**src/rtl/operand_fwd_mux.sv**
```systemverilog
// operand_fwd_mux
// Registered N-way ALU operand selector with EX/MEM and MEM/WB forwarding.
// The selected operand sits in a single valid/ready output register with flush.
// Optional feature macro: OPMUX_FWD_STATS_EN adds saturating forwarding counters
// (fwd_exmem_cnt, fwd_memwb_cnt); without it those ports do not exist.
module operand_fwd_mux #(
    parameter int WIDTH      = 32,
    parameter int NUM_SRC    = 4,
    parameter int REG_ADDR_W = 5,
    parameter int CNT_W      = 16,
    localparam int SEL_W     = $clog2(NUM_SRC)
) (
    input  logic                     clk,
    input  logic                     rst,
    input  logic                     in_valid,
    output logic                     in_ready,
    input  logic [SEL_W-1:0]         src_sel,
    input  logic [NUM_SRC*WIDTH-1:0] src_data,
    input  logic                     use_rs,
    input  logic [REG_ADDR_W-1:0]    rs_addr,
    input  logic                     exmem_wr_en,
    input  logic [REG_ADDR_W-1:0]    exmem_rd,
    input  logic [WIDTH-1:0]         exmem_data,
    input  logic                     memwb_wr_en,
    input  logic [REG_ADDR_W-1:0]    memwb_rd,
    input  logic [WIDTH-1:0]         memwb_data,
    input  logic                     flush,
    output logic                     out_valid,
    input  logic                     out_ready,
    output logic [WIDTH-1:0]         out_data,
    output logic [1:0]               out_fwd
`ifdef OPMUX_FWD_STATS_EN
    ,
    output logic [CNT_W-1:0]         fwd_exmem_cnt,
    output logic [CNT_W-1:0]         fwd_memwb_cnt
`endif
);

    localparam logic [1:0] FWD_NONE  = 2'b00;
    localparam logic [1:0] FWD_MEMWB = 2'b01;
    localparam logic [1:0] FWD_EXMEM = 2'b10;

    logic [WIDTH-1:0] base_s;
    logic [WIDTH-1:0] sel_data_s;
    logic [1:0]       sel_fwd_s;
    logic             fwd_ok_s;
    logic             exmem_hit_s;
    logic             memwb_hit_s;
    logic             accept_s;

    logic             out_valid_r;
    logic [WIDTH-1:0] out_data_r;
    logic [1:0]       out_fwd_r;

    // A new operand may enter whenever the output register is empty or draining.
    assign in_ready  = !out_valid_r || out_ready;
    assign accept_s  = in_valid && in_ready && !flush;

    assign out_valid = out_valid_r;
    assign out_data  = out_data_r;
    assign out_fwd   = out_fwd_r;

    // Base channel select; an index with no matching channel leaves the value at zero.
    always_comb begin
        base_s = {WIDTH{1'b0}};
        for (int k = 0; k < NUM_SRC; k++) begin
            base_s = base_s | ({WIDTH{src_sel == SEL_W'(k)}} & src_data[k*WIDTH +: WIDTH]);
        end
    end

    // Register x0 is hard-wired zero, so it is never a forwarding target.
    assign fwd_ok_s    = use_rs && (rs_addr != {REG_ADDR_W{1'b0}});
    assign exmem_hit_s = fwd_ok_s && exmem_wr_en && (exmem_rd == rs_addr);
    assign memwb_hit_s = fwd_ok_s && memwb_wr_en && (memwb_rd == rs_addr);

    // Forwarding override: the younger EX/MEM result wins over MEM/WB.
    always_comb begin
        sel_data_s = base_s;
        sel_fwd_s  = FWD_NONE;
        if (exmem_hit_s) begin
            sel_data_s = exmem_data;
            sel_fwd_s  = FWD_EXMEM;
        end else if (memwb_hit_s) begin
            sel_data_s = memwb_data;
            sel_fwd_s  = FWD_MEMWB;
        end else begin
            sel_data_s = base_s;
            sel_fwd_s  = FWD_NONE;
        end
    end

    // Output pipeline register: load on accept, drain on consume or flush, hold on stall.
    always_ff @(posedge clk or posedge rst) begin
        if (rst) begin
            out_valid_r <= 1'b0;
            out_data_r  <= {WIDTH{1'b0}};
            out_fwd_r   <= FWD_NONE;
        end else if (accept_s) begin
            out_valid_r <= 1'b1;
            out_data_r  <= sel_data_s;
            out_fwd_r   <= sel_fwd_s;
        end else if (flush || out_ready) begin
            out_valid_r <= 1'b0;
        end else begin
            out_valid_r <= out_valid_r;
        end
    end

`ifdef OPMUX_FWD_STATS_EN
    logic [CNT_W-1:0] exmem_cnt_r;
    logic [CNT_W-1:0] memwb_cnt_r;

    assign fwd_exmem_cnt = exmem_cnt_r;
    assign fwd_memwb_cnt = memwb_cnt_r;

    function automatic logic [CNT_W-1:0] sat_inc(input logic [CNT_W-1:0] v);
        if (&v) begin
            return v;
        end else begin
            return v + {{(CNT_W-1){1'b0}}, 1'b1};
        end
    endfunction

    // Forwarding statistics, counted per accepted operand and saturating at all-ones.
    always_ff @(posedge clk or posedge rst) begin
        if (rst) begin
            exmem_cnt_r <= {CNT_W{1'b0}};
            memwb_cnt_r <= {CNT_W{1'b0}};
        end else if (accept_s && (sel_fwd_s == FWD_EXMEM)) begin
            exmem_cnt_r <= sat_inc(exmem_cnt_r);
        end else if (accept_s && (sel_fwd_s == FWD_MEMWB)) begin
            memwb_cnt_r <= sat_inc(memwb_cnt_r);
        end else begin
            exmem_cnt_r <= exmem_cnt_r;
            memwb_cnt_r <= memwb_cnt_r;
        end
    end
`endif

endmodule

```
**config.mk**
```make
export PLATFORM = sky130hd
export DESIGN_NAME = operand_fwd_mux
export DESIGN_NICKNAME = d
export VERILOG_FILES = /design/src/rtl/operand_fwd_mux.sv
export SDC_FILE = /design/constraint.sdc
export NUM_CORES = 1
export LEC_CHECK = 0
export ABC_CLOCK_PERIOD_IN_PS = 2100
export CORE_AREA = 2 2 98 100
export CTS_CLUSTER_DIAMETER = 60
export CTS_CLUSTER_SIZE = 28
export DETAILED_ROUTE_END_ITERATION = 10
export DIE_AREA = 0 0 100 102
export GPL_ROUTABILITY_DRIVEN = 0
export PLACE_DENSITY_LB_ADDON = 0.12
export SYNTH_ARGS = -nofsm -noshare
export SYNTH_HDL_FRONTEND = slang
export SYNTH_SLANG_ARGS = --single-unit
```
**constraint.sdc**
```tcl
create_clock -name clk -period 2.1 [get_ports clk]
set_input_delay 0.315 -clock clk [delete_from_list [all_inputs] [get_ports clk]]
set_output_delay 0.315 -clock clk [all_outputs]
set_load 0.02 [all_outputs]
```
==> results <==
state kept, by name, indices dropped and copies added (netlist names):
register,count
out_data,32
out_fwd,2
out_valid,1
routing by layer:
| metal | vias up | global-route usage, % |
|---|---|---|
| li1 | 1643 | - |
| met1 | 1654 | 25.2 |
| met2 | 162 | 47.1 |
| met3 | 18 | 4.92 |
| met4 | 0 | 6.32 |
| met5 | - | 0 |
report_power, final:
part / leakage, µW / switching, µW / internal, µW / total (µW)
clock: 0.0000470 / 246 / 258 / 504
sequential: 0.000437 / 68.0 / 786 / 854
combinational: 0.00191 / 499 / 826 / 1320
total: 0.00239 / 813 / 1870 / 2680
cell families after synthesis:
kind of cell    after synthesis  share of synthesized area, %
mux                          32                          23.8
flops                        35                          28.9
buf+inv                      43                          6.90
simple gates                 34                          5.95
compound gates              133                          31.5
xor+xnor                     10                          2.89
per-stage QoR:
step / power [µW] / TNS (ns) / instances
after floorplan: 1400 / 0 / 287
after global placement: 2160 / -7.76 / 652
after detailed placement: 2190 / -9.71 / 652
after CTS: 2700 / 0 / 660
after global routing: 2830 / -0.127 / 665
final: 2680 / 0 / 665
layout make-up:
cell class                 instances  area [µm²]  share of cell area [%]
tap                              111         139                    2.29
clock inverter                     1        5.00                  0.0827
sequential                        35         876                    14.5
multi-input combinational        209        1980                    32.6
clock buffer                       6        82.6                    1.36
timing repair buffer             286        2910                    48.1
inverter                          17        63.8                    1.05
cells in the mapped netlist (4+ instances only):
cell / instances
mux4_2: 32
clkbuf_1: 15
a22o_1: 15
o211ai_1: 5
a211oi_1: 17
xnor2_1: 7
buf_2: 6
o21a_1: 15
a21boi_0: 14
nand2_1: 20
dfrtp_1: 35
o21ai_1: 19
o21ai_0: 31
o211ai_2: 12
buf_6: 4
inv_1: 17
what timing repair did:
action	CTS	global route
resized for setup	1	15
hold buffers	0	0
buffers inserted	1	4
pin swaps	1	4
gates cloned	0	1
setup endpoints to repair	15	32
worst paths after layout:
path,startpoint,to,slack (ns)
hold / removal,rst,out_data[26]$_DFFE_PP0P_,0.44
hold reg to reg,out_data[8]$_DFFE_PP0P_,out_data[8]$_DFFE_PP0P_,0.48
setup reg to reg,out_valid$_DFFE_PP0P_,out_data[10]$_DFFE_PP0P_,0.75
max in group asynchronous,rst,out_data[3]$_DFFE_PP0P_,1.33
min in group clk,out_data[8]$_DFFE_PP0P_,out_data[8]$_DFFE_PP0P_,0.48
setup / recovery,rs_addr[1],out_data[20]$_DFFE_PP0P_,0.06
critical path: stages:
cell	delay, ns
clkdlybuf4s50_1	0.43
or4_4	0.58
o211a_4	0.28
buf_4	0.19
a21boi_0	0.21
a211oi_1	0.08
o21ai_1	0.14
==> impl_metrics.yaml <==
run_status:
  status: "completed"
global_routing:
  gr-total-overflow: 0
  grt_use_total_pct: 23.7
  grt_start_max_net_pins: 37
  grt_pass1_vias: 3766
  antenna_found_initial: 0
  grt_first_pass_wirelength_mm: 18.6
worst_setup_path:
  critPathCaptureType: "register"
  required_ns: 2.30
  cp-start-kind: "primary input"
  critPathArrivalTime_ns: 2.24
  crit_fanout: 16
  critical_path_class: "primary input to register"
  reg2reg_depth: 5
final_layout:
  fin_util_pct: 66.4
  drive_gt1_share_pct: 17.5
  finalNetCount: 771
  fillers: 763
  antennaDiodeCount: 0
  mostFrequentLayoutCells: "clkdlybuf4s50_1 (246), dfrtp_1 (35), mux4_2 (32)"
  design_area_mm2: 0.00605
  layout_commonest_cell: "clkdlybuf4s50_1"
  area_growth_pct: 99.9
route:
  drc: 0
  route.met3.wl_um: 959
  postRouteAntennaNets: 0
  drt_wl_total_mm: 12.5
  highest_layer: "met4"
  drt-pass1-iter-count: 4
  drtIter0Drc: 83
  wl_met2_mm: 6.82
  routed_via_density: 5.23
  wl_per_cell_um: 18.7
  dr_total_vias: 3477
  wl_met1_mm: 4.45
yosys:
  async_flop_share_pct: 100
  synth_ff_type: "dfrtp_1"
  ys_ff_latch: 35
  yosys.area.top_type: "dfrtp_1"
  synth_top_area_share_pct: 28.9
  syn-num-nets: 504
  synth_area_leaders: "dfrtp_1 (29%), mux4_2 (24%), o21ai_0 (5.1%), o211ai_2 (5.0%), a22o_1 (4.3%)"
  ys_types: 32
  yosys_warnings: 0
  synth_cells: 287
  avgSynthCellArea_um2: 10.6
  synth_edf_count: 0
  netlist_area_mm2: 0.00303
  ys_seq_area_share_pct: 28.9
place:
  port_buffers: 252
  place_area_mm2: 0.00584
  dp_slack_ns: -0.339
  dp_hpwl_mm: 10.4
clock_network:
  worstSkewPairLatency_ns: 0.28
  cts-root-buf: "clkbuf_8"
  cts-buffers-inserted: 5
  clock-sinks: 35
  cts_tree: "yes"
  cts_buffer_depth: 2
  cts.clk_slew.worst_paths_ns: 0.07
  h-tree-depth: 2
timing:
  fin_crit_sh_pct: 97.1
  tightest_slew_ns: 0.472
  whs_ns: 0.444
  fin_worst_skew_ns: 0.00392
  slew-limit-headroom_pct: 68.5
  slew_violations: 0
  max_freq_mhz: 491
  finalSetupViolations: 0
  post-route-min-period_ns: 2.04
  rsz0062_at_grt: "yes"
  fin_ws_ns: 0.0618
  timing.final.hold_violations: 0
floorplanning:
  row_count: 35
  initial_core_util_pct: 33.2
  die_area_mm2: 0.0102
  coreArea_mm2: 0.00911
  die_h_um: 102
  die-width_um: 100
  num_io_pins: 253
pwr:
  vdd.ir_drop.worst_mv: 0.202
  p_per_area_mw_per_mm2: 443
  p_leak_uw: 0.00239
flow_run:
  maxCapViolCount: 0
worst_hold_path:
  hold_path_class: "primary input to asynchronous set/reset pin"
No activity file was read; power rests on OpenSTA's default activity.
==> edit: new RTL, same flow settings <==
The parameter `WIDTH` goes from 32 to 40.
--- a/src/rtl/operand_fwd_mux.sv
+++ b/src/rtl/operand_fwd_mux.sv
@@ -4,7 +4,7 @@
 // Optional feature macro: OPMUX_FWD_STATS_EN adds saturating forwarding counters
 // (fwd_exmem_cnt, fwd_memwb_cnt); without it those ports do not exist.
 module operand_fwd_mux #(
-    parameter int WIDTH      = 32,
+    parameter int WIDTH      = 40,
     parameter int NUM_SRC    = 4,
     parameter int REG_ADDR_W = 5,
     parameter int CNT_W      = 16,
Interface: changed (resized exmem_data, memwb_data, out_data and src_data); port bits go from 253 to 309. The function was not compared with the original's and may differ.
==> edit against the original RTL <==
Routed wire length rose by 34%. Power rose by 18%. Setup slack got worse by 0.030 ns. Non-clock buffer count rose by 47. Register-to-register slack got worse by 0.15 ns. Final area rose by 18%. Sequential cell count rose by 8. Cell count rose by 16%. Synthesized area rose by 18%.
==> edit: results (changes against the original RTL) <==
| Metric | Value |
|---|---|
| Comb_multi_in | 274 (+31%) |
| Invs w/o clock | 2 (-15) |
| Xor and xnor fraction of the mapped netlist area | 2.45% (-0.45 points) |
| P_leak | 2.65 nW (+11%) |
| Filler cell count | 654 (-14%) |
| Total number of sequential cells | 43 (+23%) |
| Seq/Total Area, Yosys | 30.1% (+1.1 points) |
| Reg-to-reg slack, setup | 0.60 ns (-0.15 ns) |
| Cell count after placement | 755 (+16%) |
| Normalized max-slew margin | 69.6% (+1.1 points) |
| Combined global-route utilization of all metal layers | 31.4% (+7.8 points) |
| Wire length of the first global-routing pass | 24,300 µm (+30%) |
| Endpoint arrival time on the critical path | 2.28 ns (+0.04 ns) |
| Crit-path max FO | 11 (-5) |
| Detailed Route Iter0 Violations | 152 (+83%) |
| Final layout net count | 924 (+20%) |
| Dpl hpwl | 12,700 µm (+22%) |
| M1 WL | 5970 µm (+34%) |
| Layout non-clock buf frac | 47.1% (-1.0 points) |
| Area post-placement | 6820 µm² (+17%) |
| Length of routed met2 wiring | 8770 µm (+29%) |
| Layout clock area frac | 1.02% (-0.43 points) |
| Initial DRT Pass Iterations | 5 (+1) |
| Input/output buffers | 308 (+22%) |
| Post-layout min period | 2.07 ns (+0.0300 ns) |
| Result of the run | completed |
| Post-Route Skew | 0.00550 ns (+0.00158 ns) |
| Share of final-layout standard cells stronger than drive strength 1 | 17.0% (-0.49 points) |
## edit: changes by cell type after synthesis, sizes merged, moves of 5 or more
cell,change
a211oi,+23
dfrtp,+8
o21ai,+32
mux4,+8
inv,-15
o211ai,-16
nand2,+23
clkbuf,+7
o21a,-15
buf,+5
a21boi,+23
a22o,-15
## edit: cells by family (layout without fill, tap and decap cells)
| kind of cell | count (synthesis) | count (layout) |
|---|---|---|
| AOI/OAI and AO/OA | 164 | 164 |
| xor gates and xnor gates | 10 | 10 |
| buffers and inverters | 40 | 341 |
| DFF | 43 | 43 |
| muxes | 40 | 40 |
| and+or+nand+nor | 57 | 60 |
## edit: repair_timing
item	CTS	global route
pin swaps	6	3
resized for setup	24	18
hold buffers	0	0
cloned	4	0
buffers inserted	1	3
endpoints found under the setup margin	42	35
## edit: worst max-delay path: cells and delay by family
family | cells | cell delay, ns
AND/OR/NAND/NOR | 2 | 0.71
buffers and inverters | 4 | 0.83
AO/OA/AOI/OAI | 3 | 0.41
## edit: how the worst min path moves through the flow
stage	start	end	slack, ns	cells after the start
after floorplan	flush	out_valid	0.38	1
after global placement	out_fwd[1]	out_fwd[1]	0.46	2
after detailed placement	out_data[36]	out_data[36]	0.47	2
after CTS	rst	out_valid	0.36	2
after global routing	rst	out_valid	0.38	2
final	rst	out_valid	0.35	2
## edit: power by group
part | leakage, nW | total (mW) | internal (mW) | switching (mW)
sequential | 0.537 | 1.04 | 0.967 | 0.0751
clock | 0.0371 | 0.488 | 0.222 | 0.266
combinational | 2.08 | 1.65 | 0.985 | 0.660
total | 2.65 | 3.18 | 2.17 | 1.00
## edit: routing by layer
metal | GRT usage (%) | up-vias
li1 | - | 1978
met1 | 35.6 | 2122
met2 | 57.4 | 229
met3 | 8.89 | 32
met4 | 10.2 | 0
met5 | 0 | -
